<file path="config.mk">
export PLATFORM = sky130hd
export DESIGN_NAME = dmem_access_ctrl
export DESIGN_NICKNAME = d
export VERILOG_FILES = /design/src/rtl/dmem_access_ctrl.sv
export SDC_FILE = /design/constraint.sdc
export NUM_CORES = 1
export LEC_CHECK = 0
export ABC_CLOCK_PERIOD_IN_PS = 2300
export BUFFER_PORTS_ARGS = -buffer_cell sky130_fd_sc_hd__buf_2
export CAP_MARGIN = 40
export CORE_MARGIN = 5
export CORE_UTILIZATION = 42
export CTS_CLUSTER_SIZE = 12
export DETAILED_ROUTE_END_ITERATION = 6
export PLACE_DENSITY = 0.74
export SLEW_MARGIN = 40
export SYNTH_ARGS = -nofsm -noshare
export SYNTH_HDL_FRONTEND = slang
export SYNTH_SLANG_ARGS = --single-unit
</file>
<file path="constraint.sdc">
create_clock -name clk -period 2.3 [get_ports clk]
set_input_delay 0.69 -clock clk [delete_from_list [all_inputs] [get_ports clk]]
set_output_delay 0.69 -clock clk [all_outputs]
set_load 0.02 [all_outputs]
</file>
<file path="src/rtl/dmem_access_ctrl.sv">
// dmem_access_ctrl: MEM-stage data-memory controller for a 5-stage RV32I pipeline.
// Turns a MEM-stage load/store into one valid/ready bus request, waits for the
// load response and returns the sign/zero-extended result for writeback.
// Optional watchdog: define DMEM_TIMEOUT_EN to abort REQ/WAIT after TIMEOUT_CYCLES.
//
// Ports:
//   clk, rst              clock, synchronous active-high reset
//   mem_read_MEM          load present in MEM
//   mem_write_MEM         store present in MEM
//   funct3_MEM            RV32I width/sign code
//   addr_MEM, wdata_MEM   byte address, right-aligned store data
//   rdata_MEM             extended load result (registered)
//   data_mem_hazard       stall request to hazard unit (combinational)
//   misaligned_MEM        misaligned-access flag (combinational)
//   bus_error_MEM         watchdog abort, one cycle (registered, 0 without watchdog)
//   bus_req_*             request channel (registered)
//   bus_resp_valid/data   read response channel
module dmem_access_ctrl #(
  parameter int unsigned ADDR_WIDTH     = 32,
  parameter int unsigned DATA_WIDTH     = 32,
  parameter int unsigned TIMEOUT_CYCLES = 64
) (
  input  logic                  clk,
  input  logic                  rst,
  input  logic                  mem_read_MEM,
  input  logic                  mem_write_MEM,
  input  logic [2:0]            funct3_MEM,
  input  logic [ADDR_WIDTH-1:0] addr_MEM,
  input  logic [31:0]           wdata_MEM,
  output logic [31:0]           rdata_MEM,
  output logic                  data_mem_hazard,
  output logic                  misaligned_MEM,
  output logic                  bus_error_MEM,
  output logic                  bus_req_valid,
  input  logic                  bus_req_ready,
  output logic                  bus_req_we,
  output logic [ADDR_WIDTH-1:0] bus_req_addr,
  output logic [31:0]           bus_req_wdata,
  output logic [3:0]            bus_req_be,
  input  logic                  bus_resp_valid,
  input  logic [31:0]           bus_resp_data
);

  // Only a 32-bit datapath exists; the watchdog needs at least a 1-bit counter.
  if (DATA_WIDTH != 32 || TIMEOUT_CYCLES < 2) begin : g_bad_param
    $error("dmem_access_ctrl: DATA_WIDTH must be 32 and TIMEOUT_CYCLES >= 2");
  end

  typedef enum logic [1:0] {IDLE, REQ, WAIT, DONE} state_t;

  state_t                state_q, state_d;
  logic                  valid_d, we_d;
  logic [ADDR_WIDTH-1:0] addr_d;
  logic [31:0]           wdata_d, rdata_d;
  logic [3:0]            be_d;
  logic [1:0]            ld_width_q, ld_width_d, ld_off_q, ld_off_d;
  logic                  ld_unsigned_q, ld_unsigned_d;
  logic                  req_present, timeout_abort;
  logic [1:0]            width, off;
  logic [3:0]            st_be;
  logic [31:0]           st_wdata, ld_ext;
  logic [7:0]            ld_byte;
  logic [15:0]           ld_half;

  // Request decode; funct3[1:0]=11 falls into the word case.
  always_comb begin
    req_present     = mem_read_MEM | mem_write_MEM;
    width           = funct3_MEM[1:0];
    off             = addr_MEM[1:0];
    misaligned_MEM  = req_present &&
                      ((width == 2'b01 && off[0]) || (width[1] && off != 2'b00));
    data_mem_hazard = (state_q == IDLE && req_present && !misaligned_MEM) ||
                      state_q == REQ || state_q == WAIT;
  end

  // Store lane steering: replicate the datum, enable only the addressed lanes.
  always_comb begin
    case (width)
      2'b00: begin
        st_be    = 4'b0001 << off;
        st_wdata = {4{wdata_MEM[7:0]}};
      end
      2'b01: begin
        st_be    = 4'b0011 << off;
        st_wdata = {2{wdata_MEM[15:0]}};
      end
      default: begin
        st_be    = 4'b1111;
        st_wdata = wdata_MEM;
      end
    endcase
  end

  // Load extraction from the latched lane/width/sign info.
  always_comb begin
    ld_byte = bus_resp_data[{ld_off_q, 3'b000} +: 8];
    ld_half = ld_off_q[1] ? bus_resp_data[31:16] : bus_resp_data[15:0];
    case (ld_width_q)
      2'b00:   ld_ext = ld_unsigned_q ? {24'h0, ld_byte} : {{24{ld_byte[7]}}, ld_byte};
      2'b01:   ld_ext = ld_unsigned_q ? {16'h0, ld_half} : {{16{ld_half[15]}}, ld_half};
      default: ld_ext = bus_resp_data;
    endcase
  end

  // Next-state and next-register values.
  always_comb begin
    state_d       = state_q;
    valid_d       = bus_req_valid;
    we_d          = bus_req_we;
    addr_d        = bus_req_addr;
    wdata_d       = bus_req_wdata;
    be_d          = bus_req_be;
    rdata_d       = rdata_MEM;
    ld_width_d    = ld_width_q;
    ld_off_d      = ld_off_q;
    ld_unsigned_d = ld_unsigned_q;
    case (state_q)
      IDLE: begin
        if (req_present) begin
          if (misaligned_MEM) begin
            rdata_d = 32'h0;
          end else begin
            state_d       = REQ;
            valid_d       = 1'b1;
            we_d          = mem_write_MEM;
            addr_d        = {addr_MEM[ADDR_WIDTH-1:2], 2'b00};
            be_d          = mem_write_MEM ? st_be : 4'b0000;
            wdata_d       = mem_write_MEM ? st_wdata : 32'h0;
            ld_width_d    = width;
            ld_off_d      = off;
            ld_unsigned_d = funct3_MEM[2];
          end
        end
      end
      REQ: begin
        if (bus_req_ready) begin
          valid_d = 1'b0;
          state_d = bus_req_we ? DONE : WAIT;
        end else if (timeout_abort) begin
          valid_d = 1'b0;
          rdata_d = 32'h0;
          state_d = DONE;
        end
      end
      WAIT: begin
        if (bus_resp_valid) begin
          rdata_d = ld_ext;
          state_d = DONE;
        end else if (timeout_abort) begin
          rdata_d = 32'h0;
          state_d = DONE;
        end
      end
      DONE:    state_d = IDLE;
      default: state_d = IDLE;
    endcase
  end

  // State and registered outputs.
  always_ff @(posedge clk) begin
    if (rst) begin
      state_q       <= IDLE;
      bus_req_valid <= 1'b0;
      bus_req_we    <= 1'b0;
      bus_req_addr  <= '0;
      bus_req_wdata <= 32'h0;
      bus_req_be    <= 4'h0;
      rdata_MEM     <= 32'h0;
      ld_width_q    <= 2'b00;
      ld_off_q      <= 2'b00;
      ld_unsigned_q <= 1'b0;
    end else begin
      state_q       <= state_d;
      bus_req_valid <= valid_d;
      bus_req_we    <= we_d;
      bus_req_addr  <= addr_d;
      bus_req_wdata <= wdata_d;
      bus_req_be    <= be_d;
      rdata_MEM     <= rdata_d;
      ld_width_q    <= ld_width_d;
      ld_off_q      <= ld_off_d;
      ld_unsigned_q <= ld_unsigned_d;
    end
  end

`ifdef DMEM_TIMEOUT_EN
  localparam int unsigned CNT_W = $clog2(TIMEOUT_CYCLES);

  logic [CNT_W-1:0] tmo_cnt_q;
  logic             tmo_hit;

  // Counter restarts on every state change, so it measures time in the current REQ/WAIT.
  assign tmo_hit       = (tmo_cnt_q == CNT_W'(TIMEOUT_CYCLES - 1));
  assign timeout_abort = tmo_hit &&
                         ((state_q == REQ && !bus_req_ready) ||
                          (state_q == WAIT && !bus_resp_valid));

  always_ff @(posedge clk) begin
    if (rst) begin
      tmo_cnt_q     <= '0;
      bus_error_MEM <= 1'b0;
    end else begin
      bus_error_MEM <= timeout_abort;
      if (state_d != state_q) begin
        tmo_cnt_q <= '0;
      end else if (state_q == REQ || state_q == WAIT) begin
        tmo_cnt_q <= tmo_cnt_q + CNT_W'(1);
      end
    end
  end
`else
  assign timeout_abort = 1'b0;
  assign bus_error_MEM = 1'b0;
`endif

endmodule

</file>
==> results of run 1 <==
==> cell families after synthesis <==
kind of cell,share of synthesized area
flops,0.4618
other cells,0.0008085
simple gates,0.1602
buf+inv,0.05557
compound gates,0.2296
xor+xnor,0.005666
fa+ha+maj,0.008094
mux,0.07823
==> routing by layer <==
layer	vias up	part of all wire	GRT usage
met5	-	0	0
met4	0	0.025	0.08216
met3	27	0.083	0.05316
met2	203	0.46	0.3383
met1	2215	0.43	0.2826
li1	2314	-	-
==> cell usage in the layout, fill, tap and decap left out, drive strengths merged, types with 11 or more instances in the layout <==
cell type / Yosys / layout
buf: 17 / 245
dfxtp: 107 / 107
o2bb2ai: 18 / 18
nor2: 35 / 35
nand2: 110 / 110
clkbuf: 27 / 11
mux2i: 34 / 34
a21oi: 58 / 58
a22o: 23 / 23
o21ai: 36 / 36
inv: 13 / 14
==> final timing paths <==
kind | from | end | slack [ps] | cells past startpoint
worst min register to register | bus_req_be[3] | bus_req_be[3] | 440 | 2
worst max-delay path | state_q[0] | data_mem_hazard | -60 | 6
worst max register to register | state_q[0] | bus_req_addr[10] | 190 | 13
worst min-delay path | bus_req_be[3] | bus_req_be[3] | 440 | 2
==> worst min-delay path, stage by stage (launching register included) <==
cell and delay (ps):
dfxtp_1 320, nand2_1 50, nand2_1 40
==> area by class of cell <==
type | count | share of cell area
inverter | 14 | 0.009265
sequential | 107 | 0.3452
clock buffer | 11 | 0.02276
multi-input combinational | 380 | 0.3682
clock inverter | 4 | 0.004230
timing repair buffer | 245 | 0.2222
tap | 140 | 0.02820
==> metrics by stage <==
stage                     worst slack, ps  area, um2  TNS [ps]  total power, uW  std cells
after floorplan                     11.40       4661         0             2948        545
after global placement             -78.77       5927    -78.77             3436        876
after detailed placement           -73.70       5933    -73.70             3472        876
after CTS                          -71.97       6182    -71.97             4608        898
after global routing               -139.2       6212    -139.2             4869        901
final                              -56.60       6212    -56.60             4601        901
==> power groups by stage <==
stage | sequential [uW] | clock, uW | combinational [uW]
3_5_place_dp | 2140 | 0 | 1330
2_1_floorplan | 2300 | 0 | 650
3_3_place_gp | 2130 | 0 | 1300
5_1_grt | 2130 | 1180 | 1560
6_report | 2110 | 1060 | 1440
4_1_cts | 2110 | 1090 | 1410
==> registers in the layout, summed over array words and instances, names as in the netlist <==
register       count
bus_req_addr      30
bus_req_be         4
bus_req_valid      1
bus_req_wdata     32
bus_req_we         1
ld_off_q           2
ld_unsigned_q      1
ld_width_q         2
rdata_MEM         32
state_q            2
==> what timing repair did <==
| action | 4_1_cts | 5_1_grt |
|---|---|---|
| endpoints found under the setup margin | 1 | 31 |
| pin swaps | 2 | 0 |
| setup buffers | 7 | 3 |
| gates resized for setup | 10 | 2 |
==> flow_summary_export.csv, run 1 <==
group,metric,value,unit
detailed_routing,drt_iter0_drc,432,
grt,grt_pass1_wl,22760,um
worst_setup_path,crit_path_top_delay_cell,"dfxtp_2",
run_status,status,"finished with violations",
timing,fmax,424.3,MHz
timing,worst_slew_pin_slew,744.2,ps
timing,finalWorstSetupSlack,-56.60,ps
logic_synthesis,yosysWarnings,0,
detailed_routing,avgRoutedWirePerCell,16.09,um
timing,timing.final.crit_period,2357,ps
logic_synthesis,yosysTopAreaCellShare,0.4618,
logic_synthesis,synthTopCellsByArea,"dfxtp_1 46%, nand2_1 8.9%, mux2i_1 7.3%",
grt,overflow,0,
placement,portBuffers,206,
detailed_routing,drc,0,
pwr,ir_worst_vdd,0.4334,mV
cts,cts_buffer_depth,2,
worst_setup_path,crit_path_end_kind,"output port",
logic_synthesis,synth_edf_count,0,
cells_and_area,num-fill-cells,996,
timing,fin_skew,7.281,ps
worst_hold_path,hold_class,"flop to flop",
pwr,p_int,3021,uW
pwr,p_clk_frac,0.230,
cts,clock_latency,370,ps
timing,drv_slew,0,
logic_synthesis,synth-seq-cells,107,
timing,period_share,1.025,
cts,htreeDepth,3,
detailed_routing,dr_total_vias,4759,
timing,fin_hold_ws,444.6,ps
floorplan,die-width,115.1,um
cells_and_area,syn_to_final_growth,33.94,%
timing,hold_violations,0,
logic_synthesis,syn_area,4638,um2
cts,clkTransAtPathRegs,90,ps
worst_setup_path,cp.arrival,1670,ps
logic_synthesis,synth.top_cells.by_count,"110 x nand2_1, 107 x dfxtp_1, 58 x a21oi_1",
cells_and_area,drive_above_1_share,0.3640,
cts,cts_tree,"done",
timing,maxSlewHeadroom,0.5026,
detailed_routing,wl,14490,um
logic_synthesis,ys_types,48,
logic_synthesis,synth_flop_cell,"dfxtp_1",
worst_setup_path,worstPathMaxFanout,3,
logic_synthesis,async_flop_share,0,
pwr,p_leak,0.002965,uW
detailed_routing,via_per_inst,5.282,
logic_synthesis,syn-mean-instance-area,8.542,um2
worst_setup_path,crit_chain,"inv_4, ha_4, o21a_1, and3_4, or3_4, buf_6",
logic_synthesis,synth_most_common_cell,"nand2_1",
worst_setup_path,crit_family,"simple AND/OR/NAND/NOR gates",
cts,cts.sinks,107,
pwr,power_density,740.7,nW/um2
logic_synthesis,syn_inst,543,
pwr,p_sw,1580,uW
placement,gp_congestion,0.9014,
cts,root_buffer,"clkbuf_8",
grt,antenna_found_initial,0,
pwr,power_frac_comb,0.312,
floorplan,die_area,13240,um2
cells_and_area,antenna_cells,0,
worst_setup_path,worstPathRequired,1610,ps
placement,place_hpwl,10860,um
floorplan,core_area,10840,um2
logic_synthesis,ys_seq_area_frac,0.4618,
floorplan,die_h,115.1,um
worst_setup_path,cpPeakStageDelay,370,ps
cells_and_area,nets,865,
detailed_routing,drt_pass1_iterations,7,
grt,grt_pass1_vias,4536,
cts,cts_hold_buf,0,
floorplan,initial_utilization,0.4279,
grt,grtUsageTotal,0.2142,
cts,cts_buffers,9,
timing,rsz0062_at_grt,"yes",
cells_and_area,regArea,2145,um2
worst_setup_path,worstSetupPathType,"flop to output port",
cells_and_area,multi_input_area,2287,um2
pwr,swShare,0.3435,
floorplan,num_rows,38,
grt,grt_max_degree,37,
logic_synthesis,yosys.area.top_type,"dfxtp_1",
worst_setup_path,startpoint_type,"flop",
worst_setup_path,crit_buf_inv,2,
job,drv_cap,0,
cells_and_area,fin_util,0.5731,
run_status,violations,"setup timing",
pwr,p_seq_frac,0.458,
detailed_routing,drtAntennaViolNets,0,
timing,setup_viol,1,
floorplan,ioPinCount,210,
Power figures use the tool's default switching activity.
==> inputs of run 2 (changes only) <==
--- a/config.mk
+++ b/config.mk
@@ -7,5 +7,5 @@
 export LEC_CHECK = 0
 export ABC_CLOCK_PERIOD_IN_PS = 2300
-export BUFFER_PORTS_ARGS = -buffer_cell sky130_fd_sc_hd__buf_2
+export BUFFER_PORTS_ARGS = -buffer_cell sky130_fd_sc_hd__clkbuf_2
 export CAP_MARGIN = 40
 export CORE_MARGIN = 5
==> constraint.sdc (replaced) <==
create_clock -name clk -period 2.3 [get_ports clk]
set_input_delay 0.69 -clock clk [delete_from_list [all_inputs] [get_ports clk]]
set_output_delay 0.69 -clock clk [all_outputs]
set_load 0.005 [all_outputs]
==> run 2 against run 1 <==
Compared with the run above:
- count of clock-buffer cells in the layout fell by 1
- first-iteration DRC count fell by 1.4%
- via count rose by 0.69%
- the flow still finishes with violations (setup timing)
- sequential power barely moved
- sequential share of layout area rose by 0.37 points
- highest routed layer unchanged
- critical path depth did not move
- maximum frequency fell by 0.85%
==> flow_summary_export.csv, run 2 (synthesized netlist as in run 1, its figures left out) <==
group,metric,value,unit
floorplan,ioPinCount,210,
grt,antenna_found_initial,0,
grt,overflow,0,
pwr,p_leak,0.002862,uW
timing,fin_hold_ws,455.9,ps
cts,cts_buffer_depth,2,
timing,worst_slew_pin_slew,828.7,ps
timing,fmax,420.7,MHz
cells_and_area,antenna_cells,0,
worst_setup_path,cp.arrival,1690,ps
cells_and_area,nets,855,
timing,maxSlewHeadroom,0.4475,
timing,rsz0062_at_grt,"yes",
detailed_routing,drtAntennaViolNets,0,
worst_setup_path,crit_family,"simple AND/OR/NAND/NOR gates",
timing,setup_viol,1,
grt,grt_pass1_vias,4791,
floorplan,initial_utilization,0.4279,
timing,drv_slew,0,
pwr,p_seq_frac,0.472,
placement,place_hpwl,11010,um
detailed_routing,via_per_inst,5.372,
cts,cts_tree,"done",
job,drv_cap,0,
pwr,power_density,729.4,nW/um2
worst_setup_path,worstSetupPathType,"flop to output port",
cts,clock_latency,380,ps
placement,placed_cells_incl_taps,873,
pwr,total_power,4483,uW
grt,grtUsageTotal,0.2129,
worst_setup_path,crit_buf_inv,2,
worst_setup_path,crit_path_top_delay_cell,"dfxtp_2",
cts,htreeDepth,3,
worst_setup_path,crit_path_end_kind,"output port",
placement,gp_congestion,0.8879,
worst_setup_path,startpoint_type,"flop",
timing,final.setup.tns,-76.74,ps
placement,post_dp_cell_area,5902,um2
worst_setup_path,cpPeakStageDelay,350,ps
worst_setup_path,worstPathRequired,1610,ps
pwr,p_int,3056,uW
cts,root_buffer,"clkbuf_8",
pwr,power_frac_comb,0.265,
detailed_routing,avgRoutedWirePerCell,16.34,um
timing,fin_skew,14.15,ps
cts,cts_buffers,9,
floorplan,die_area,13240,um2
floorplan,num_rows,38,
pwr,p_sw,1427,uW
run_status,status,"finished with violations",
pwr,ir_worst_vdd,0.4206,mV
cts,clkTransAtPathRegs,100,ps
cells_and_area,regArea,2145,um2
worst_setup_path,worstPathMaxFanout,4,
timing,finalWorstSetupSlack,-76.74,ps
cells_and_area,top_regs,"bus_req_wdata x32, rdata_MEM x32, bus_req_addr x30",
pwr,swShare,0.3183,
cells_and_area,drive_above_1_share,0.3524,
timing,period_share,1.033,
cells_and_area,multi_input_area,2273,um2
cts,cts.sinks,107,
cells_and_area,mostFrequentLayoutCell,"clkbuf_2",
detailed_routing,drt_pass1_iterations,6,
cells_and_area,fin_cells,892,
timing,timing.final.crit_period,2377,ps
detailed_routing,wl,14570,um
grt,grt_pass1_wl,22910,um
grt,grt_max_degree,37,
worst_setup_path,crit_chain,"inv_2, ha_4, o21a_1, and3_4, or3_1, buf_2",
cells_and_area,final_cell_mix,"205 x clkbuf_2, 110 x nand2_1, 105 x dfxtp_1",
cells_and_area,num-fill-cells,1013,
floorplan,die-width,115.1,um
cells_and_area,final_area,6146,um2
detailed_routing,drc,0,
pwr,p_clk_frac,0.263,
detailed_routing,dr_total_vias,4792,
cells_and_area,syn_to_final_growth,32.51,%
detailed_routing,drt_iter0_drc,426,
timing,hold_violations,0,
placement,portBuffers,206,
run_status,violations,"setup timing",
floorplan,core_area,10840,um2
worst_hold_path,hold_class,"flop to flop",
floorplan,die_h,115.1,um
-- run 2: changes by cell type in the layout (fill, tap and decap cells not counted), moves of 2 or more --
cell | before | now
buf_4 | 35 | 25
clkinv_2 | 2 | 0
clkbuf_2 | 0 | 205
buf_2 | 205 | 1
-- run 2: cell type report --
type	instances	area share
Tap cell	140	0.02850
Sequential cell	107	0.3489
Inverter	14	0.008958
Clock buffer	10	0.02077
Multi-Input combinational cell	380	0.3699
Clock inverter	6	0.01160
Timing Repair Buffer	235	0.2113
-- run 2: repair_timing --
item | 4_1_cts | 5_1_grt
endpoints found under the hold margin | 0 | 0
setup endpoints to repair | 1 | 1
hold buffers | 0 | 0
buffers inserted | 2 | 1
resized for setup | 7 | 2
pin swaps | 1 | 0
gates cloned | 0 | 0
-- run 2: per-stage QoR --
stage | util | setup slack, ps
6_report | 0.5669 | -76.74
5_1_grt | 0.5669 | -138.6
4_1_cts | 0.5660 | -99.07
3_5_place_dp | 0.5444 | -36.68
3_3_place_gp | 0.5439 | -10.72
2_1_floorplan | - | 10.49
-- run 2: worst paths after layout --
check	from	to	slack (ps)	cells after the start
max	state_q[0]	data_mem_hazard	-80	6
min	bus_req_be[3]	bus_req_be[3]	460	2
max reg2reg	ld_width_q[0]	rdata_MEM[6]	330	4
min reg2reg	bus_req_be[3]	bus_req_be[3]	460	2
-- run 2: layer usage --
layer  global-route usage  vias up  part of all wire
li1                     -     2298                 -
met1               0.2600     2244              0.42
met2               0.3546      206              0.47
met3              0.04737       44             0.080
met4               0.1033        0             0.034
met5                    0        -                 0
-- run 2: worst min-delay path, delay by kind of cell, from the launching register on --
kind          cells  cell delay [ps]
flops             1              330
simple gates      2               90
-- run 2: power groups by stage --
stage	combinational, uW	clock [uW]	sequential (uW)
floorplan	627	0	2140
global placement	1110	0	2140
detailed placement	1140	0	2150
CTS	1180	1220	2110
global route	1300	1300	2140
finish	1190	1180	2110
